### src/rtl/mux_rr_nx1.sv
// mux_rr_nx1: N-to-1 registered multiplexer with valid/ready handshakes.
// Selects one input channel either from an external selector (mode=0) or
// by round-robin starting at rr_ptr (mode=1), and captures the granted
// word into a single output register whenever that register can load.
module mux_rr_nx1 #(
    parameter int WIDTH  = 8,
    parameter int NUM_CH = 4,
    parameter int SEL_W  = 2
) (
    input  logic                      clk,
    input  logic                      reset,
    input  logic [NUM_CH*WIDTH-1:0]   data_in,
    input  logic [NUM_CH-1:0]         valid_in,
    output logic [NUM_CH-1:0]         ready_in,
    input  logic                      mode,
    input  logic [SEL_W-1:0]          selector,
    output logic [WIDTH-1:0]          data_out,
    output logic                      valid_out,
    input  logic                      ready_out,
    output logic [SEL_W-1:0]          grant_id
);

    logic             load;
    logic             cand_valid;
    logic [SEL_W-1:0] sel_ch;
    logic [WIDTH-1:0] cand_data;
    logic [SEL_W-1:0] rr_ptr;
    logic             xfer;

    // Output register may take a new word when empty or being drained.
    assign load = !valid_out || ready_out;
    assign xfer = load && cand_valid;

    // Candidate channel selection: explicit selector or rotating priority scan.
    // Loops compare against loop indices rather than indexing with the
    // selector so out-of-range selectors simply yield no candidate.
    always_comb begin
        sel_ch     = '0;
        cand_valid = 1'b0;
        if (!mode) begin
            sel_ch = selector;
            for (int unsigned i = 0; i < NUM_CH; i++) begin
                if (32'(selector) == i) begin
                    cand_valid = valid_in[i];
                end
            end
        end else begin
            for (int unsigned k = 0; k < NUM_CH; k++) begin
                for (int unsigned i = 0; i < NUM_CH; i++) begin
                    if (!cand_valid && valid_in[i] &&
                        ((32'(rr_ptr) + k == i) || (32'(rr_ptr) + k == i + NUM_CH))) begin
                        cand_valid = 1'b1;
                        sel_ch     = SEL_W'(i);
                    end
                end
            end
        end
    end

    // Data path for the selected channel.
    always_comb begin
        cand_data = '0;
        for (int unsigned i = 0; i < NUM_CH; i++) begin
            if (32'(sel_ch) == i) begin
                cand_data = data_in[i*WIDTH +: WIDTH];
            end
        end
    end

    // One-hot grant back to the sources, suppressed while reset is asserted.
    always_comb begin
        ready_in = '0;
        for (int unsigned i = 0; i < NUM_CH; i++) begin
            ready_in[i] = reset && load && cand_valid && (32'(sel_ch) == i);
        end
    end

    // Output register: capture on load, hold data/grant when nothing is valid.
    always_ff @(posedge clk or negedge reset) begin
        if (!reset) begin
            data_out  <= '0;
            valid_out <= 1'b0;
            grant_id  <= '0;
        end else if (load) begin
            valid_out <= cand_valid;
            if (cand_valid) begin
                data_out <= cand_data;
                grant_id <= sel_ch;
            end
        end
    end

    // Round-robin pointer advances past the granted channel, wrapping at NUM_CH.
    always_ff @(posedge clk or negedge reset) begin
        if (!reset) begin
            rr_ptr <= '0;
        end else if (mode && xfer) begin
            if (sel_ch == SEL_W'(NUM_CH - 1)) begin
                rr_ptr <= '0;
            end else begin
                rr_ptr <= sel_ch + 1'b1;
            end
        end
    end

endmodule

### config.mk
export PLATFORM = sky130hd
export DESIGN_NAME = mux_rr_nx1
export DESIGN_NICKNAME = d
export VERILOG_FILES = /design/src/rtl/mux_rr_nx1.sv
export SDC_FILE = /design/constraint.sdc
export NUM_CORES = 1
export LEC_CHECK = 0
export BUFFER_PORTS_ARGS = -buffer_cell sky130_fd_sc_hd__buf_2
export CORE_AREA = 2 2 40 70
export CTS_BUF_LIST = sky130_fd_sc_hd__clkbuf_8 sky130_fd_sc_hd__clkbuf_16
export DETAILED_ROUTE_END_ITERATION = 16
export DIE_AREA = 0 0 42 72
export PLACE_DENSITY_LB_ADDON = 0.08
export SLEW_MARGIN = 20
export SYNTH_ARGS = -nofsm -noshare
export SYNTH_HDL_FRONTEND = slang
export SYNTH_SLANG_ARGS = --single-unit
### constraint.sdc
create_clock -name clk -period 4.4 [get_ports clk]
set_input_delay 1.1 -clock clk [delete_from_list [all_inputs] [get_ports clk]]
set_output_delay 1.1 -clock clk [all_outputs]
set_load 0.05 [all_outputs]
Word-level counts from Yosys, hierarchy flattened:

Cells that the tools add are included.
W data, S select, Z words.

* reduce and logical (&&, ||, !) cells: 75
* muxes and demuxes: 57
* $add $sub $neg: 4
* eq/ne operators: 30

Operator list (number)
* $eq A32 B3 Y1 const B: 9
* $eq A32 B2 Y1 const B: 6
* $logic_not A32 Y1: 4
* $eq A32 B1 Y1 const B: 3
* $logic_and A1 B1 Y1: 39
* $mux W1: 37
* $mux W2: 16
* $mux W8: 4
* $logic_not A1 Y1: 16
* $logic_or A1 B1 Y1: 13
* $eq A2 B2 Y1 const B: 6
* $eq A3 B3 Y1 const B: 3
* $add A2 B2 Y3 const B: 2
* $eq A2 B1 Y1 const B: 3
* $logic_not A2 Y1: 2
* $add A2 B1 Y3 const B: 1
* $add A2 B1 Y2 const B: 1
* $reduce_and A2 Y1: 1

* input port bits: 42
* word-level logic and storage cells: 170
* output and inout port bits: 15
* register bits after elaboration: 13

Longest topological paths before layout:

Gate-level depths: netlist of the first run.

* depth in word-level cells: 84
* gate-level depth with buffers: 10
* gate-level depth less buffers: 9

Least setup slack after synthesis of the first run:

Ideal clock, no wire load.

* path kind: input-to-output
* from: in valid_in[1]
* to: out ready_in[3]
* data required time: 3.300 ns
* slack: 0.231 ns
* stages on the path: 6
* data arrival time: 3.069 ns
* buffers on the path: 2
* cells stage by stage: nand2b_1 > o311ai_0 > ha_1 > buf_1 > clkbuf_1 > and3_1

* longest elaborated chain between the ends: 76
* elaborated cells between the ends (all ways): 96
* classes of those cells: eq/ne: 1; mux: 49; reduce/logical: 46

RTL lines
* start: declaration: line 13 `input logic [NUM_CH-1:0] valid_in,`
* $logic_and A1 B1 Y1 (2 in series): line 50 `if (!cand_valid && valid_in[i] &&`
* $mux W1: line 50
* $mux W1: line 40 `if (!mode) begin`
* $logic_not A1 Y1: line 50
* $logic_and A1 B1 Y1 (2 in series): line 50
* $mux W1: line 50
* $mux W1: line 40
* $logic_not A1 Y1: line 50
* (+58 left out)
* $mux W1: line 40
* $logic_not A1 Y1: line 50
* $logic_and A1 B1 Y1 (2 in series): line 50
* $mux W2 (*): line 50
* $mux W2 (*): line 40
* named net sel_ch[1]: line 25 `logic [SEL_W-1:0] sel_ch;`
* $eq A2 B2 Y1 (*): line 74 `ready_in[i] = reset && load && cand_valid && (32'(sel_ch) == i);`
* $logic_and A1 B1 Y1 (*): line 74
* end: declaration: line 14 `output logic [NUM_CH-1:0] ready_in,`

The timed path passes the listed nets; every way through them passes the cells marked *. The select of a mux whose other input is x is not followed.

Worst setup path in the final report of the first run:

* from: in valid_in[3]
* to: out ready_in[1]

* longest elaborated chain between the ends: 66
* elaborated cells between the ends (all ways): 82
* classes of those cells: eq/ne: 1; mux: 41; reduce/logical: 40

RTL lines (line)
* $logic_and A1 B1 Y1 (2 in series): 50
* $mux W1: 50
* $mux W1: 40
* $logic_not A1 Y1: 50
* $logic_and A1 B1 Y1 (2 in series): 50
* $mux W1: 50
* $mux W1: 40
* $logic_not A1 Y1: 50
* (+48 left out)
* $mux W1: 40
* $logic_not A1 Y1: 50
* $logic_and A1 B1 Y1 (2 in series): 50
* $mux W2 (*): 50
* $mux W2 (*): 40
* named net sel_ch[0]: 25
* $eq A2 B1 Y1 (*): 74
* $logic_and A1 B1 Y1 (*): 74

Marks and branches as above.

==> results.toml, run 1 <==
[sta]
finalCritPeriodShare_pct = 86.3
setup_viol = 0
max_clock_freq_ghz = 0.263
fin_skew_ns = 0.00202
relSlewSlack_pct = 66.3
worstMarginPinSlew_ns = 0.505
fin_ws_ns = 0.602
fin_crit_ns = 3.80
hold_viol = 0
grt_setup_unrepaired = "false"
whs_ns = 0.495
slew_viol_final = 0
setup_tns_ns = 0

[setup_path]
rr_startpoint = "rr_ptr[1]"
cp_slowest_stage_delay_ns = 0.27
endpoint_kind = "output pin"
required_ns = 3.30
critical_path_class = "in -> out"
crit_fanout = 11
r2r_cells = 11
crit_chain = "buf_2 > and2b_2 > nor4_1 > a211o_1 > ha_1 > buf_4 > and3_1 > buf_2"
cp_common_cell = "buf_2"
critical_path.slowest_cell = "nor4_1"
r2r_slack_ns = 1.82
crit_arrival_ns = 2.70
r2r-end = "data_out[6]"
startpoint = "valid_in[3]"
crit_end = "ready_in[1]"
start_kind = "input pin"

[power_and_ir_drop]
power.leakage_nw = 0.727
p_per_area_nw_per_um2 = 554
power_mw = 0.776
vdd_ir_drop_max_mv = 0.293

[placed_design]
port_buffers = 56
detailed_place_hpwl_mm = 2.22
dp_slack_ns = 0.637
place.gp.congestion = 0.830

[logic_synthesis]
yosysTopAreaCell = "dfrtp_1"
synth_flop_cell = "dfrtp_1"
synth.net_count = 150
async_flop_share_pct = 100
ys_seq_area_share_pct = 31.6
synth_edf_count = 0
yosys_register_bits = 13
syn_inst = 104
synth_top_cell_area_share_pct = 31.6
synth_cell_types = 33
synth.area.top_cells = "dfrtp_1 32%, mux2_4 10%, nor2b_1 6.1%, a221oi_1 5.9%, mux2_2 5.5%"
synth.avg_cell_area_um2 = 9.91
ys_warn_count = 0
syn_area_um2 = 1030

[cells_and_area]
drive_gt1_share_pct = 48.8
nNetsFinal = 211
nFillCells = 248
antenna_cells = 0
syn_to_final_growth_pct = 35.8

[drt]
drtPass1Iterations = 4
drt_iter0_markers = 18
drc_errors = 0
wl_per_cell_um = 14.0
vias = 993
via_per_inst = 5.23
finalWirelength_mm = 2.67
postRouteAntennaNets = 0

[die]
dieArea_um2 = 3020
die_y_um = 72
die_width_um = 42
rows = 24
start_util_pct = 42.4
core-area_um2 = 2430
num_io_pins = 57

[global_routing]
grt_pass1_vias = 994
antenna_found_initial = 0
grt_start_max_net_pins = 18
grt.overflow.total = 0
grt_pass1_wl_mm = 4.25
grt_use_total_pct = 17.9

[run]
maxCapViolations = 0

[clocking]
post_cts_buffers = 0
cts_inserted_buffers = 3
cts_tree = "yes"
cts_resized = 0
cts_hold_buf = 0
clk-insertion-delay-late_ns = 0.24
root_buffer = "clkbuf_8"
htree_levels = 1
clockBufferDepth = 2
cts.reportedPaths.clkPinSlew_ns = 0.05
cts_sinks = 13

[worst_hold_path]
min_path_type = "reg -> reg"

[status]
outcome = "finished clean"
## logic make-up (layout without fill, tap and decap cells)
kind of cell	Yosys count	after routing	share of synthesized area, %
fa+ha+maj	4	4	4.85
flops	13	13	31.6
mux	14	14	17.7
compound gates	27	27	20.5
simple gates	36	36	21.0
buf+inv	10	70	4.37
## critical path, delay by kind of cell
family | cells | cell delay (ns)
fa+ha+maj | 1 | 0.16
buf+inv | 3 | 0.56
simple gates | 3 | 0.66
compound gates | 1 | 0.22
## synth_stat cells, types with 2 or more instances
cell type  number
nor2b_1        10
a21oi_1         2
nor2_1          3
inv_1           5
a221oi_1        7
dfrtp_1        13
nand2b_1        3
ha_1            4
and3_1          4
nand2_1        10
mux2_2          5
mux2_4          7
o21ai_0         3
clkbuf_1        3
o31ai_1         7
## flip-flops by register name, summed over array words and instances, names as in the netlist
| register | count |
|---|---|
| data_out | 8 |
| grant_id | 2 |
| rr_ptr | 2 |
| valid_out | 1 |
## cell usage in the layout, fill, tap and decap left out, drive strengths merged, types with 3 or more instances in the layout
master and count:
a221oi 7, and3 4, buf 61, clkbuf 3, dfrtp 13, ha 4
inv 6, mux2 13, nand2 10, nand2b 3, nor2 3, nor2b 10
o21ai 3, o31ai 7
## stage by stage
stage | area (um^2) | std cells | utilization (%)
4_1_cts | 1400 | 190 | 57.6
5_1_grt | 1400 | 190 | 57.6
6_report | 1400 | 190 | 57.6
3_3_place_gp | 1360 | 186 | 55.7
3_5_place_dp | 1360 | 186 | 55.7
2_1_floorplan | 1030 | 104 | -
## routing by layer
metal | global-route usage, % | share of wire, % | routed length [um]
met1 | 19.0 | 36 | 970
met2 | 34.5 | 57 | 1510
met3 | 2.49 | 6.3 | 168
met4 | 6.45 | 0.79 | 21
met5 | 0 | 0 | 0
## layout make-up
cell class	instances	area [um^2]	area share, %
multi-input cells	81	661	47.2
flip-flops and latches	13	325	23.2
repair buffers	61	318	22.7
clock buffers	3	41.3	2.95
well taps	26	32.5	2.32
inverters	5	18.8	1.34
clock inverters	1	3.75	0.268
## how the worst min path moves through the flow
stage	start	to	slack, ns	cells after the start
3_3_place_gp	data_out[3]	data_out[3]	0.48	1
5_1_grt	data_out[7]	data_out[7]	0.52	1
2_1_floorplan	rr_ptr[0]	rr_ptr[0]	0.52	1
3_5_place_dp	data_out[3]	data_out[3]	0.49	1
6_report	data_out[3]	data_out[3]	0.49	1
4_1_cts	data_out[3]	data_out[3]	0.50	1
## power by group
group	internal (mW)	switching (mW)
sequential	0.172	0.0328
combinational	0.174	0.296
clock	0.0614	0.0391
total	0.408	0.368
(Power assumes the default switching activity.)
==> run 2, diff against run 1 <==
--- a/config.mk
+++ b/config.mk
@@ -6,11 +6,13 @@
 export NUM_CORES = 1
 export LEC_CHECK = 0
 export BUFFER_PORTS_ARGS = -buffer_cell sky130_fd_sc_hd__buf_2
+export CAP_MARGIN = 20
 export CORE_AREA = 2 2 40 70
 export CTS_BUF_LIST = sky130_fd_sc_hd__clkbuf_8 sky130_fd_sc_hd__clkbuf_16
 export DETAILED_ROUTE_END_ITERATION = 16
 export DIE_AREA = 0 0 42 72
 export PLACE_DENSITY_LB_ADDON = 0.08
+export RECOVER_POWER = 25
 export SLEW_MARGIN = 20
 export SYNTH_ARGS = -nofsm -noshare
 export SYNTH_HDL_FRONTEND = slang
==> run 2 against run 1 <==
Against the previous run:
- sequential power is essentially flat
- core utilization shrank 0.051 points
- first-iteration DRC count is the same
- clock power is essentially flat
- clock-buffer cell count is the same
- die area is the same
- via count is the same
- critical path depth is the same
- combinational power is essentially flat
- wire length is essentially flat
- non-clock buffer count is the same
- worst setup slack lost 0.0033 ns
- critical path type unchanged
- largest cell class unchanged
- highest routed layer unchanged
==> results.toml, run 2 (synthesis results as in run 1) <==
[placed_design]
detailed_place_hpwl_mm = 2.22
post_dp_cell_area_um2 = 1360
port_buffers = 56
place.gp.congestion = 0.830
dp_slack_ns = 0.637
placedCellCount = 186

[cells_and_area]
final_util_pct = 57.5
final_cell_mix = "55 x buf_2, 13 x dfrtp_1, 10 x nor2b_1, 10 x nand2_1"
top_regs = "data_out: 8 flops, grant_id: 2 flops, rr_ptr: 2 flops"
nNetsFinal = 211
multi_input_area_um2 = 661
antenna_cells = 0
final_common_cell = "buf_2"
syn_to_final_growth_pct = 35.7
regMostFlops = "data_out"
fin_area_um2 = 1400
largest_reg_flops = 8
instances_no_fill = 190
drive_gt1_share_pct = 48.2
nFillCells = 249
register_area_um2 = 325

[die]
num_io_pins = 57
die_y_um = 72
rows = 24
die_width_um = 42
dieArea_um2 = 3020
start_util_pct = 42.4
core-area_um2 = 2430

[sta]
fin_skew_ns = 0.00202
finalCritPeriodShare_pct = 86.4
hold_viol = 0
relSlewSlack_pct = 46.8
slew_viol_final = 0
max_clock_freq_ghz = 0.263
fin_ws_ns = 0.599
fin_crit_ns = 3.80
grt_setup_unrepaired = "false"
setup_viol = 0
setup_tns_ns = 0
worstMarginPinSlew_ns = 0.798
whs_ns = 0.495

[global_routing]
grt_use_total_pct = 17.9
grt_pass1_wl_mm = 4.25
antenna_found_initial = 0
use_met2_pct = 34.5
grt_start_max_net_pins = 18
grt_use_met3_pct = 2.49
grt_pass1_vias = 994
grt.busiest_layer = "met2"
grt.overflow.total = 0
met1_usage_pct = 19.0

[clocking]
cts_hold_buf = 0
cts_resized = 0
cts_inserted_buffers = 3
post_cts_buffers = 0
clk-insertion-delay-late_ns = 0.24
htree_levels = 1
clockBufferDepth = 2
cts.reportedPaths.clkPinSlew_ns = 0.05
root_buffer = "clkbuf_8"
cts_tree = "yes"
cts_sinks = 13

[drt]
via_per_inst = 5.23
drtPass1Iterations = 4
finalWirelength_mm = 2.67
drc_errors = 0
drt_iter0_markers = 18
postRouteAntennaNets = 0
vias = 993
wl_per_cell_um = 14.0

[setup_path]
cp_common_cell = "buf_2"
crit_arrival_ns = 2.70
cpLargestDelayFamily = "simple AND/OR/NAND/NOR gates"
start_kind = "input pin"
critical_path_class = "in -> out"
critical_path.slowest_cell = "nor4_1"
cp_slowest_stage_delay_ns = 0.27
endpoint_kind = "output pin"
required_ns = 3.30
path_buf_inv = 3
crit_chain = "buf_2 > and2b_2 > nor4_1 > a211o_1 > ha_1 > buf_4 > and3_1 > buf_2"
crit_fanout = 11

[power_and_ir_drop]
vdd_ir_drop_max_mv = 0.293
power_mw = 0.776
power.leakage_nw = 0.725
p_per_area_nw_per_um2 = 554

[worst_hold_path]
min_path_type = "reg -> reg"

[run]
maxCapViolations = 0

[status]
outcome = "finished clean"
==> run 2: area by class of cell <==
cell class / count / area share (%)
clock buffer: 3 / 2.95
clock inverter: 1 / 0.268
inverter: 5 / 1.34
multi-input combinational: 81 / 47.2
sequential: 13 / 23.3
tap: 26 / 2.33
timing repair buffer: 61 / 22.6
==> run 2: layer usage <==
metal	vias to the layer above	routed length (um)
li1	503	-
met1	451	973
met2	37	1510
met3	2	163
met4	0	21
met5	-	0
==> run 2: power breakdown <==
group | internal [mW] | switching, mW | total [mW]
Combinational | 0.174 | 0.296 | 0.470
Clock | 0.0614 | 0.0391 | 0.101
Sequential | 0.172 | 0.0328 | 0.205
==> run 2: worst paths after layout <==
kind / from / endpoint / slack [ns] / cells past startpoint
hold reg to reg: data_out[3] / data_out[3] / 0.49 / 1
hold / removal: data_out[3] / data_out[3] / 0.49 / 1
min in group asynchronous: reset / data_out[2] / 0.92 / 1
max in group asynchronous: reset / data_out[3] / 2.98 / 1
setup / recovery: valid_in[3] / ready_in[1] / 0.60 / 8
setup reg to reg: rr_ptr[1] / data_out[6] / 1.82 / 11
==> run 3, diff against run 2 <==
--- a/config.mk
+++ b/config.mk
@@ -11,7 +11,7 @@
 export CTS_BUF_LIST = sky130_fd_sc_hd__clkbuf_8 sky130_fd_sc_hd__clkbuf_16
 export DETAILED_ROUTE_END_ITERATION = 16
 export DIE_AREA = 0 0 42 72
-export PLACE_DENSITY_LB_ADDON = 0.08
+export PLACE_DENSITY = 0.78
 export RECOVER_POWER = 25
 export SLEW_MARGIN = 20
 export SYNTH_ARGS = -nofsm -noshare
==> run 3 against run 2 <==
Against the previous run:
- power fell by 0.12%
- sequential share of layout area rose by 0.13 points
- clock skew rose by 0.0022 ns
- critical path type unchanged
- wire length rose by 0.56%
- non-clock buffer count fell by 1
- critical path depth fell by 1
==> results.toml, run 3 (synthesis results as in run 1) <==
[placed_design]
post_dp_cell_area_um2 = 1350
placedCellCount = 185
place.gp.congestion = 0.828
dp_slack_ns = 0.450
port_buffers = 56
detailed_place_hpwl_mm = 2.24

[global_routing]
grt.overflow.total = 0
grt_pass1_vias = 1065
grt_use_total_pct = 19.8
antenna_found_initial = 0
grt_start_max_net_pins = 18
grt_pass1_wl_mm = 4.64

[sta]
max_clock_freq_ghz = 0.250
fin_skew_ns = 0.00425
grt_setup_unrepaired = "false"
finalCritPeriodShare_pct = 90.8
relSlewSlack_pct = 47.0
slew_viol_final = 0
worstMarginPinSlew_ns = 0.795
setup_tns_ns = 0
hold_viol = 0
setup_viol = 0
fin_ws_ns = 0.403
fin_crit_ns = 4.00

[setup_path]
crit_arrival_ns = 2.90
crit_fanout = 11
crit_chain = "buf_2 > and2b_2 > nor4_1 > a211o_1 > ha_1 > and3_1 > buf_2"
endpoint_kind = "output pin"
r2r_cells = 10
cp_slowest_stage_delay_ns = 0.38
r2r-end = "data_out[6]"
r2r_slack_ns = 1.77
startpoint = "valid_in[3]"
critical_path.slowest_cell = "ha_1"
rr_startpoint = "rr_ptr[1]"
crit_end = "ready_in[1]"
start_kind = "input pin"
critical_path_class = "in -> out"
required_ns = 3.30
cp_common_cell = "buf_2"

[status]
outcome = "finished clean"

[drt]
postRouteAntennaNets = 0
drt_iter0_markers = 32
finalWirelength_mm = 2.68
drc_errors = 0
via_per_inst = 5.51
drtPass1Iterations = 4
vias = 1042
wl_per_cell_um = 14.2

[clocking]
cts.reportedPaths.clkPinSlew_ns = 0.05
htree_levels = 1
cts_resized = 0
cts_hold_buf = 0
cts_tree = "yes"
clk-insertion-delay-late_ns = 0.24
cts_inserted_buffers = 3
post_cts_buffers = 0
cts_sinks = 13
clockBufferDepth = 2
root_buffer = "clkbuf_8"

[cells_and_area]
regMostFlops = "data_out"
syn_to_final_growth_pct = 35.0
final_cell_mix = "55 x buf_2, 13 x dfrtp_1, 10 x nor2b_1, 10 x nand2_1"
drive_gt1_share_pct = 47.9
nNetsFinal = 210
fin_area_um2 = 1390
top_regs = "data_out: 8 flops, grant_id: 2 flops, rr_ptr: 2 flops"
instances_no_fill = 189
largest_reg_flops = 8
antenna_cells = 0
final_common_cell = "buf_2"

[power_and_ir_drop]
p_sw_share_pct = 47.7
p_switching_mw = 0.369
comb_power_share_pct = 60.2
power_frac_clock_pct = 13.3
power_mw = 0.775
p_int_mw = 0.405
p_per_area_nw_per_um2 = 557
vdd_ir_drop_max_mv = 0.247
p_seq_share_pct = 26.5
power.leakage_nw = 0.719

[die]
rows = 24
num_io_pins = 57
die_width_um = 42
dieArea_um2 = 3020
core-area_um2 = 2430
start_util_pct = 42.4
die_y_um = 72

[worst_hold_path]
hp-start = "data_out[3]"
min_path_type = "reg -> reg"

[run]
maxCapViolations = 0
## run 3: changes by cell type in the layout (fill, tap and decap cells not counted), sizes merged
cell	change
buf	-1
## run 3: cell type report
type	count	area, um^2
clock buffers	3	41.3
clock inverters	1	3.75
fillers	239	1040
inverters	5	18.8
multi-input cells	81	661
flip-flops and latches	13	325
well taps	26	32.5
repair buffers	60	309
## run 3: metal layers
layer / track usage [%] / up-vias / routed length (um)
met5: 0 / - / 0
met1: 20.5 / 480 / 932
li1: - / 503 / -
met2: 35.8 / 50 / 1450
met3: 3.73 / 9 / 215
met4: 12.2 / 0 / 88
## run 3: through the flow
stage	hold WS, ns	util [%]
floorplan	0.520	-
global placement	0.487	55.4
detailed placement	0.488	55.4
CTS	0.500	57.3
global route	0.530	57.2
finish	0.492	57.2
## run 3: power by group through the flow
stage / clock network, mW / registers (mW) / logic (mW)
2_1_floorplan: 0 / 0.353 / 0.203
3_3_place_gp: 0 / 0.205 / 0.460
3_5_place_dp: 0 / 0.206 / 0.471
4_1_cts: 0.106 / 0.206 / 0.472
5_1_grt: 0.109 / 0.215 / 0.505
6_report: 0.103 / 0.205 / 0.466
## run 3: how the worst min path moves through the flow
| stage | to | slack (ns) | cells after the start |
|---|---|---|---|
| after floorplan | rr_ptr[0] | 0.52 | 1 |
| after global placement | data_out[0] | 0.49 | 1 |
| after detailed placement | data_out[3] | 0.49 | 1 |
| after CTS | data_out[3] | 0.50 | 1 |
| after global routing | data_out[5] | 0.53 | 1 |
| final | data_out[3] | 0.49 | 1 |
## run 3: worst max-delay path, delay by kind of cell
family,cells,cell delay (ns)
simple gates,3,0.77
buf+inv,2,0.41
compound gates,1,0.23
fa+ha+maj,1,0.38
